## src/rtl/cpu_pkg.sv

```systemverilog
// Shared encodings for the operand-select pipeline: extension modes and handshake states.
package cpu_pkg;

  localparam logic [1:0] EXT_PASS = 2'b00;
  localparam logic [1:0] EXT_ZEXT = 2'b01;
  localparam logic [1:0] EXT_SEXT = 2'b10;
  localparam logic [1:0] EXT_ZERO = 2'b11;

  typedef enum logic [1:0] {
    EMPTY = 2'd0,
    ONE   = 2'd1,
    TWO   = 2'd2
  } state_t;

endpackage

```

## src/rtl/operand_extend.sv

```systemverilog
// Combinational extension of the low NARROW_W bits of an operand: pass, zero/sign-extend or force-zero.
module operand_extend
  import cpu_pkg::*;
#(
  parameter int DATA_W   = 32,
  parameter int NARROW_W = 8
) (
  input  logic [DATA_W-1:0] s,
  input  logic [1:0]        ext_mode,
  output logic [DATA_W-1:0] ext
);

  always_comb begin
    ext = '0;
    case (ext_mode)
      EXT_PASS: ext = s;
      EXT_ZEXT: ext = {{(DATA_W-NARROW_W){1'b0}}, s[NARROW_W-1:0]};
      EXT_SEXT: ext = {{(DATA_W-NARROW_W){s[NARROW_W-1]}}, s[NARROW_W-1:0]};
      default:  ext = '0;
    endcase
  end

endmodule

```

## src/rtl/operand_select_pipe.sv

```systemverilog
// Selects one of NUM_SRC operands, extends it, and registers it behind a valid/ready
// handshake with a 2-entry skid buffer (latency 1, in_ready registered).
module operand_select_pipe
  import cpu_pkg::*;
#(
  parameter int DATA_W   = 32,
  parameter int NARROW_W = 8,
  parameter int NUM_SRC  = 4,
  parameter int SEL_W    = $clog2(NUM_SRC)
) (
  input  logic                      clk,
  input  logic                      rst_n,
  input  logic                      flush,
  input  logic                      in_valid,
  output logic                      in_ready,
  input  logic [NUM_SRC*DATA_W-1:0] src_data,
  input  logic [SEL_W-1:0]          sel,
  input  logic [1:0]                ext_mode,
  output logic                      out_valid,
  input  logic                      out_ready,
  output logic [DATA_W-1:0]         out_data,
  output logic                      out_err
);

  logic [DATA_W-1:0] sel_src;
  logic [DATA_W-1:0] ext_val;
  logic [DATA_W-1:0] res_data;
  logic              res_err;
  logic              sel_ok;

  logic [DATA_W-1:0] main_data;
  logic              main_err;
  logic [DATA_W-1:0] skid_data;
  logic              skid_err;

  state_t state;
  state_t state_nxt;
  logic   acc;
  logic   drn;
  logic   load_main;
  logic   load_skid;
  logic   move_skid;

  always_comb begin
    sel_src = '0;
    sel_ok  = 1'b0;
    for (int k = 0; k < NUM_SRC; k++) begin
      if (sel == SEL_W'(k)) begin
        sel_src = src_data[k*DATA_W +: DATA_W];
        sel_ok  = 1'b1;
      end
    end
  end

  operand_extend #(
    .DATA_W   (DATA_W),
    .NARROW_W (NARROW_W)
  ) u_extend (
    .s        (sel_src),
    .ext_mode (ext_mode),
    .ext      (ext_val)
  );

  // Out-of-range selects force zero data regardless of the extension mode.
  assign res_data = sel_ok ? ext_val : '0;
  assign res_err  = ~sel_ok;

  assign out_valid = (state != EMPTY);
  assign out_data  = main_data;
  assign out_err   = main_err;

  assign acc = in_valid && in_ready;
  assign drn = out_valid && out_ready;

  always_comb begin
    state_nxt = state;
    case (state)
      EMPTY: if (acc) state_nxt = ONE;
      ONE: begin
        if (acc && !drn)      state_nxt = TWO;
        else if (!acc && drn) state_nxt = EMPTY;
      end
      TWO:   if (drn) state_nxt = ONE;
      default: state_nxt = EMPTY;
    endcase
    if (flush) state_nxt = EMPTY;
  end

  // A new item goes straight to main unless main is occupied and stalled; TWO never accepts.
  assign load_main = !flush && acc && ((state == EMPTY) || drn);
  assign load_skid = !flush && acc && (state == ONE) && !drn;
  assign move_skid = !flush && (state == TWO) && drn;

  always_ff @(posedge clk) begin
    if (!rst_n) begin
      state     <= EMPTY;
      in_ready  <= 1'b1;
      main_data <= '0;
      main_err  <= 1'b0;
      skid_data <= '0;
      skid_err  <= 1'b0;
    end else begin
      state    <= state_nxt;
      in_ready <= (state_nxt != TWO);
      if (load_main) begin
        main_data <= res_data;
        main_err  <= res_err;
      end else if (move_skid) begin
        main_data <= skid_data;
        main_err  <= skid_err;
      end
      if (load_skid) begin
        skid_data <= res_data;
        skid_err  <= res_err;
      end
    end
  end

endmodule
```

## config.mk

```make
export PLATFORM = sky130hd
export DESIGN_NAME = operand_select_pipe
export DESIGN_NICKNAME = d
export VERILOG_FILES = /design/src/rtl/cpu_pkg.sv /design/src/rtl/operand_extend.sv /design/src/rtl/operand_select_pipe.sv
export SDC_FILE = /design/constraint.sdc
export NUM_CORES = 1
export LEC_CHECK = 0
export ABC_AREA = 1
export CELL_PAD_IN_SITES_DETAIL_PLACEMENT = 1
export CELL_PAD_IN_SITES_GLOBAL_PLACEMENT = 2
export CORE_AREA = 2 2 147 149
export DETAILED_ROUTE_END_ITERATION = 7
export DIE_AREA = 0 0 149 151
export PLACE_DENSITY_LB_ADDON = 0.1
export SETUP_SLACK_MARGIN = 0.15
export SLEW_MARGIN = 10
export SYNTH_ARGS = -nofsm -noshare
export SYNTH_HDL_FRONTEND = slang
export SYNTH_HIERARCHICAL = 1
export SYNTH_SLANG_ARGS = --single-unit
```

## constraint.sdc

```tcl
create_clock -name clk -period 2.4 [get_ports clk]
set_clock_uncertainty 0.15 [all_clocks]
set_input_delay 0.72 -clock clk [delete_from_list [all_inputs] [get_ports clk]]
set_output_delay 0.72 -clock clk [all_outputs]
set_load 0.02 [all_outputs]
```

==> results of run 1 <==
-- layout make-up --
class	instances	area, um^2
repair buffers	215	2256
flip-flops and latches	69	1384
well taps	275	344.1
fillers	2647	13660
multi-input cells	568	2539
inverters	86	322.8
clock buffers	10	229.0
clock inverters	6	86.33
-- cell families after synthesis --
kind of cell | synth area share
AO/OA/AOI/OAI | 0.04088
AND/OR/NAND/NOR | 0.5178
flip-flops | 0.3070
buffers and inverters | 0.1343
-- synthesized netlist by cell type (all sizes together) --
library cell	count
nand3	72
clkbuf	29
inv	57
dfxtp	69
a21oi	34
clkinv	29
nand3b	32
buf	22
o21ai	2
nand2	345
nor2	51
nand4	32
-- sequential cells by signal (all words and copies together) (netlist names) --
name	flops
out_err	1
state	2
skid_data	32
out_data	32
skid_err	1
in_ready	1
-- power groups by stage --
stage	Clock [mW]	Combinational [mW]	Sequential, mW
after global routing	1.54	0.965	1.22
after global placement	0	0.872	1.24
final	1.45	0.871	1.21
after detailed placement	0	0.884	1.24
after CTS	1.49	0.887	1.21
after floorplan	0	0.339	1.27
-- final timing paths --
path                                           startpoint                         to  slack [ns]  cells past startpoint
worst max-delay path            out_data[31]$_SDFFE_PN0P_               out_data[31]        0.21                      1
worst min-delay path                skid_err$_SDFFE_PN0P_      skid_err$_SDFFE_PN0P_        0.30                      2
worst max register to register        state[1]$_SDFF_PN0_  out_data[28]$_SDFFE_PN0P_        0.73                      7
worst min register to register      skid_err$_SDFFE_PN0P_      skid_err$_SDFFE_PN0P_        0.30                      2
-- repair_timing --
item	4_1_cts	5_1_grt
gates cloned	1	0
setup endpoints to repair	41	11
resized for setup	13	3
pin swaps	2	2
-- cells in the final DEF (no fill, tap or decap), types with 2 or more instances in the layout --
master / n
sky130_fd_sc_hd__clkdlybuf4s50_1: 162
sky130_fd_sc_hd__a21oi_1: 34
sky130_fd_sc_hd__nor2_2: 3
sky130_fd_sc_hd__clkinv_2: 2
sky130_fd_sc_hd__dlymetal6s2s_1: 3
sky130_fd_sc_hd__nor2_4: 5
sky130_fd_sc_hd__nand3b_1: 32
sky130_fd_sc_hd__bufinv_16: 2
sky130_fd_sc_hd__dlygate4sd2_1: 6
sky130_fd_sc_hd__inv_2: 5
sky130_fd_sc_hd__buf_12: 17
sky130_fd_sc_hd__clkbuf_16: 9
sky130_fd_sc_hd__dfxtp_2: 2
sky130_fd_sc_hd__nand4_1: 32
sky130_fd_sc_hd__clkinv_1: 29
sky130_fd_sc_hd__nand2_2: 2
sky130_fd_sc_hd__buf_4: 25
sky130_fd_sc_hd__dfxtp_1: 67
sky130_fd_sc_hd__nand2_1: 343
sky130_fd_sc_hd__inv_1: 52
sky130_fd_sc_hd__nor2_1: 43
sky130_fd_sc_hd__nand3_1: 70
-- stage by stage --
step                TNS (ns)  cell area (um^2)  hold WS, ns
global placement      -11.89              6819       0.2902
CTS                        0              7153       0.3079
detailed placement    -14.85              6819       0.2995
global route               0              7161       0.3247
floorplan                  0              4499       0.2861
finish                     0              7161       0.3041
-- metal layers --
metal	GRT usage	part of all wire	vias to the layer above
met5	0	0	-
met4	0.04571	0.012	0
met3	0.04157	0.061	17
met2	0.3009	0.46	141
met1	0.2274	0.47	2511
li1	-	-	2753
==> results.md, run 1 <==
- Status: finished, final reports clean
- Clock-pin slew reported for the worst setup and hold paths after clock tree synthesis: 0.06 ns
- Number of buffers created by CTS: 9
- Wire length of the first global-routing pass: 30,950 um
- Die Span Y: 151 um
- All-layer global routing usage: 0.1776
- Startpoint class of the critical path: register
- Peak fanout along the critical path: 2
- Count of port buffers added during placement: 171
- Post-CTS Setup Bufs: 0
- Top delay family on crit path: buffers and inverters
- Clk_lat worst skew: 0.34 ns
- Worst-path cell chain: clkdlybuf4s50_1
- Worst min path class: reg -> reg
- Layout cell share with drive strength beyond 1: 0.08281
- Max Clk Rate: 455.9 MHz
- Placer congestion estimate: 0.7890
- Post-route DRC violation count: 0
- Total wire length: 19,280 um
- Die outline area: 22,500 um^2
- Total overflow reported by the global router: 0
- Arrival time reported for the critical path endpoint: 1.32 ns
- Final antenna diode count: 0
- Clock tree from TritonCTS: yes
- Pwr/cell area: 492.8 nW/um^2
- Final Hold Violating Endpoints: 0
- Finished Core Util: 0.3439
- Maximum clock insertion buffer count: 2
- Proportion of netlist area held by the largest area contributor: 0.3070
- Area of the mapped netlist: 4499 um^2
- Sequential power share: 0.343
- Final setup violating endpoints: 0
- Layout Area Growth over Synthesis: 59.15%
- Initial antenna violation count: 0
- Die span in x: 149 um
- Data required time of the worst path: 1.53 ns
- Unrepaired setup endpoints after global routing: yes
- CP Buf/Inv Count: 1
- Dpl ws: -0.3350 ns
- Number of different library cells in the post-synthesis netlist: 21
- Number of detailed-route iterations in the first pass: 4
- # hold bufs at CTS: 0
- Final worst path period share: 0.9139
- Largest stage delay on the critical path: 0.62 ns
- Sort of element at the end of the critical path: output port
- Core region area: 20,820 um^2
- Root buffer cell: sky130_fd_sc_hd__clkbuf_16
- Worst Tran Pin Value: 0.3868 ns
- Boundary pin count: 172
- Share of total power in the clock network: 0.410
- Final-stage net count: 1,086
- Seq/Total Area, Yosys: 0.3070
- Crit path max-delay cell type: sky130_fd_sc_hd__clkdlybuf4s50_1
- Detailed Place HPWL: 14,760 um
- Leakage power: 3.136 nW
- Synthesis-stage register bit count: 69
- Number of placement rows: 53
- Avg Inst Size Synth: 5.813 um^2
- Syn. warnings: 6
- Count of antenna-violating nets left after detailed routing: 0
- Clock net sink count: 69
- Switching Share: 0.2809
- Share of total power in combinational logic: 0.247
- NetSw: 0.9914 mW
- Post-synthesis cell count: 774
- Initial drt markers: 201
- Class of the most critical setup path: reg -> out
- Time the worst path needs with I/O delays and setup: 2.193 ns
- Number of placed cells counting well taps: 1,212
- Pin count of the biggest net entering global routing: 34
- Detail-routed net length per standard cell: 15.69 um
- Via count: 5,422
- Synth Net Count: 911
- Number of max-cap violations: 0
- Cell internal pwr: 2.537 mW
- Via count of the first global-routing pass: 5,690
- Non-filler cells, final: 1,229
- Worst supply voltage drop on vdd: 0.0002939 V
- Leading cell types by total area after synthesis: sky130_fd_sc_hd__dfxtp_1 (31%), sky130_fd_sc_hd__nand2_1 (29%), sky130_fd_sc_hd__nand3_1 (7.8%)
- Effective utilization at floorplan: 0.2161
- Number of vias per cell after detailed routing: 4.412
- Final count of pins violating max slew: 0
- Worst setup margin: 0.2066 ns
- Final Power: 3.529 mW
- Top cell type by total area after synthesis: sky130_fd_sc_hd__dfxtp_1
- Worst slew margin: 0.7415
- Number of H-tree levels: 3
No activity file was read; power rests on OpenSTA's default activity.
==> run 2: changes to the inputs <==
--- a/config.mk
+++ b/config.mk
@@ -6,12 +6,13 @@
 export NUM_CORES = 1
 export LEC_CHECK = 0
 export ABC_AREA = 1
+export ABC_CLOCK_PERIOD_IN_PS = 2400
 export CELL_PAD_IN_SITES_DETAIL_PLACEMENT = 1
 export CELL_PAD_IN_SITES_GLOBAL_PLACEMENT = 2
 export CORE_AREA = 2 2 147 149
 export DETAILED_ROUTE_END_ITERATION = 7
 export DIE_AREA = 0 0 149 151
-export PLACE_DENSITY_LB_ADDON = 0.1
+export PLACE_DENSITY = 0.8
 export SETUP_SLACK_MARGIN = 0.15
 export SLEW_MARGIN = 10
 export SYNTH_ARGS = -nofsm -noshare
==> run 2 against run 1 <==
Effect of this change:
- sequential share of layout area is 0.19 points lower
- first-iteration DRC count up 11%
- largest power group unchanged
- critical path type unchanged
- non-clock buffer count increased by 1
- final cell count about the same
- die area unchanged
- global-route usage decreased by 0.88 points
==> results.md, run 2 (synthesis results as in run 1) <==
- Status: finished, final reports clean
- Arrival time reported for the critical path endpoint: 1.34 ns (+0.02 ns)
- Final Hold Violating Endpoints: 0 (unchanged)
- Switching Share: 0.2607 (-0.02027)
- Startpoint class of the critical path: register
- Worst Hold Launch: out_err$_SDFFE_PN0P_
- Unrepaired setup endpoints after global routing: no
- Worst hold slack: 0.3080 ns (+0.003920 ns)
- Capturing point of the worst reg2reg path: out_data[7]$_SDFFE_PN0P_
- Clock-pin slew reported for the worst setup and hold paths after clock tree synthesis: 0.06 ns (about the same)
- Final-stage net count: 1,087 (+0.092%)
- Layout cell share with drive strength beyond 1: 0.08377 (+0.0009604)
- Boundary pin count: 172 (unchanged)
- Final antenna diode count: 0 (unchanged)
- Sort of element at the end of the critical path: output port
- Worst supply voltage drop on vdd: 0.0002984 V (+1.6%)
- Worst Tran Pin Value: 0.4006 ns (+0.01382 ns)
- Worst-path cell chain: clkdlybuf4s50_1
- Sequential power share: 0.318 (-0.025)
- Share of total power in the clock network: 0.454 (+0.044)
- Largest stage delay on the critical path: 0.62 ns (about the same)
- R2R cell count: 7 (unchanged)
- Worst min path class: reg -> reg
- Wire length of the first global-routing pass: 29,190 um (-5.7%)
- Leakage power: 3.162 nW (+0.82%)
- Core region area: 20,820 um^2 (unchanged)
- NetSw: 0.9904 mW (about the same)
- Effective utilization at floorplan: 0.2161 (unchanged)
- Total wire length: 18,620 um (-3.4%)
- Final setup violating endpoints: 0 (unchanged)
- Data required time of the worst path: 1.53 ns (about the same)
- Maximum clock insertion buffer count: 2 (unchanged)
- Number of vias per cell after detailed routing: 4.396 (-0.36%)
- Hold depth: 2 (unchanged)
- CP Buf/Inv Count: 1 (unchanged)
- Initial antenna violation count: 0 (unchanged)
- Number of inserted filler cells in the final layout: 2,695 (+1.8%)
- Total overflow reported by the global router: 0 (unchanged)
- Crit Reg-Reg Startpoint: state[0]$_SDFF_PN0_
- Via count of the first global-routing pass: 5,498 (-3.4%)
- Class of the most critical setup path: reg -> out
- # hold bufs at CTS: 0 (unchanged)
- Final worst path period share: 0.9217 (+0.007753)
- Share of total power in combinational logic: 0.227 (-0.020)
- Final count of pins violating max slew: 0 (unchanged)
- Die Span Y: 151 um (unchanged)
- Number of detailed-route iterations in the first pass: 4 (unchanged)
- Layout Area Growth over Synthesis: 60.62%
- Endpoint with the worst hold slack: out_err$_SDFFE_PN0P_
- Count of port buffers added during placement: 171 (unchanged)
- Root buffer cell: sky130_fd_sc_hd__clkbuf_16
- Time the worst path needs with I/O delays and setup: 2.212 ns (+0.01861 ns)
- Commonest non-fill, non-tap cell in the layout: sky130_fd_sc_hd__nand2_1
- Peak fanout along the critical path: 2 (unchanged)
- Die outline area: 22,500 um^2 (unchanged)
- Worst slew margin: 0.7323 (-0.009238)
- Initial drt markers: 224 (+11%)
- Post-route DRC violation count: 0 (unchanged)
- Post-CTS Setup Bufs: 0 (unchanged)
- Pin count of the biggest net entering global routing: 34 (unchanged)
- Count of antenna-violating nets left after detailed routing: 0 (unchanged)
- Slack of the worst reg-to-reg path: 0.71 ns (-0.02 ns)
- Dpl ws: -0.3129 ns (+0.02213 ns)
- Worst setup margin: 0.1880 ns (-0.01861 ns)
- Number of buffers created by CTS: 9 (unchanged)
- Pwr/cell area: 525.7 nW/um^2 (+6.7%)
- Max Clk Rate: 452.1 MHz (-0.84%)
- Detailed Place HPWL: 13,400 um (-9.2%)
- Number of H-tree levels: 3 (unchanged)
- Die span in x: 149 um (unchanged)
- Detail-routed net length per standard cell: 15.14 um (-3.5%)
- Clock tree from TritonCTS: yes
- Placer congestion estimate: 0.7749 (-1.8%)
- Top delay family on crit path: buffers and inverters
- Commonest cells after routing, fill and taps aside: sky130_fd_sc_hd__nand2_1 (343), sky130_fd_sc_hd__clkdlybuf4s50_1 (163), sky130_fd_sc_hd__nand3_1 (70), sky130_fd_sc_hd__dfxtp_1 (68), sky130_fd_sc_hd__inv_1 (53)
- Number of max-cap violations: 0 (unchanged)
- Number of placement rows: 53 (unchanged)
- All-layer global routing usage: 0.1688 (-0.008783)
- Via count: 5,407 (-0.28%)
- Clk_lat worst skew: 0.34 ns (about the same)
- Cell internal pwr: 2.809 mW (+11%)
- Clock net sink count: 69 (unchanged)
- Crit path max-delay cell type: sky130_fd_sc_hd__clkdlybuf4s50_1
## run 2: changes by cell type in the layout (fill, tap and decap cells not counted), moves of 2 or more
cell | previous run | this run
sky130_fd_sc_hd__bufinv_16 | 2 | 4
sky130_fd_sc_hd__clkbuf_8 | 0 | 2
sky130_fd_sc_hd__dlygate4sd2_1 | 6 | 4
sky130_fd_sc_hd__clkinv_2 | 2 | 0
sky130_fd_sc_hd__buf_4 | 25 | 28
## run 2: area by class of cell
class | instances | area [um^2] | area share
Multi-Input combinational cell | 568 | 2534 | 0.3506
Timing Repair Buffer | 216 | 2262 | 0.3130
Sequential cell | 69 | 1383 | 0.1913
Tap cell | 275 | 344.1 | 0.04761
Inverter | 86 | 322.8 | 0.04467
Clock buffer | 11 | 252.7 | 0.03497
Clock inverter | 5 | 128.9 | 0.01783
## run 2: worst max path at each step
stage | from | to | slack [ns] | cells after the start
after global routing | out_data[9]$_SDFFE_PN0P_ | out_data[9] | 0.15 | 1
final | out_data[9]$_SDFFE_PN0P_ | out_data[9] | 0.19 | 1
after global placement | sel[1] | out_data[17]$_SDFFE_PN0P_ | -0.25 | 12
after detailed placement | sel[0] | out_data[7]$_SDFFE_PN0P_ | -0.31 | 12
after CTS | out_data[0]$_SDFFE_PN0P_ | out_data[0] | 0.15 | 1
after floorplan | sel[0] | out_data[24]$_SDFFE_PN0P_ | 0.16 | 12
## run 2: repair_timing
| item | 4_1_cts | 5_1_grt |
|---|---|---|
| gates resized for setup | 7 | 7 |
| endpoints found under the hold margin | 0 | 0 |
| gates cloned | 0 | 1 |
| pin swaps | 1 | 0 |
| endpoints found under the setup margin | 36 | 7 |
## run 2: power groups by stage
stage                     clock network [mW]  registers, mW  logic, mW
after floorplan                            0           1.27      0.339
after global placement                     0           1.24      0.868
after detailed placement                   0           1.24      0.874
after CTS                               1.77           1.21      0.873
after global routing                    1.81           1.21      0.957
final                                   1.73           1.21      0.864
## run 2: stage by stage
stage	TNS, ns	power [mW]	cell area, um^2	util	std cells
3_5_place_dp	-12.57	2.111	6814	0.3272	1213
2_1_floorplan	0	1.613	4499	-	774
3_3_place_gp	-10.09	2.105	6814	0.3272	1213
5_1_grt	0	3.982	7227	0.3471	1230
4_1_cts	0	3.854	7193	0.3455	1229
6_report	0	3.799	7227	0.3471	1230
## run 2: worst register-to-register path, cell delays in order (launching register included)
cell and delay [ns]:
sky130_fd_sc_hd__dfxtp_1 0.31, sky130_fd_sc_hd__buf_4 0.15, sky130_fd_sc_hd__nor2_4 0.35, sky130_fd_sc_hd__nand2_1 0.20, sky130_fd_sc_hd__buf_12 0.22, sky130_fd_sc_hd__nand3_1 0.10, sky130_fd_sc_hd__nand2_1 0.05, sky130_fd_sc_hd__nor2_1 0.11
## run 2: per-layer routing
layer | global-route usage | vias to the layer above | share of wire
li1 | - | 2760 | -
met1 | 0.2224 | 2496 | 0.48
met2 | 0.2793 | 138 | 0.46
met3 | 0.04157 | 13 | 0.057
met4 | 0.03810 | 0 | 0.010
met5 | 0 | - | 0
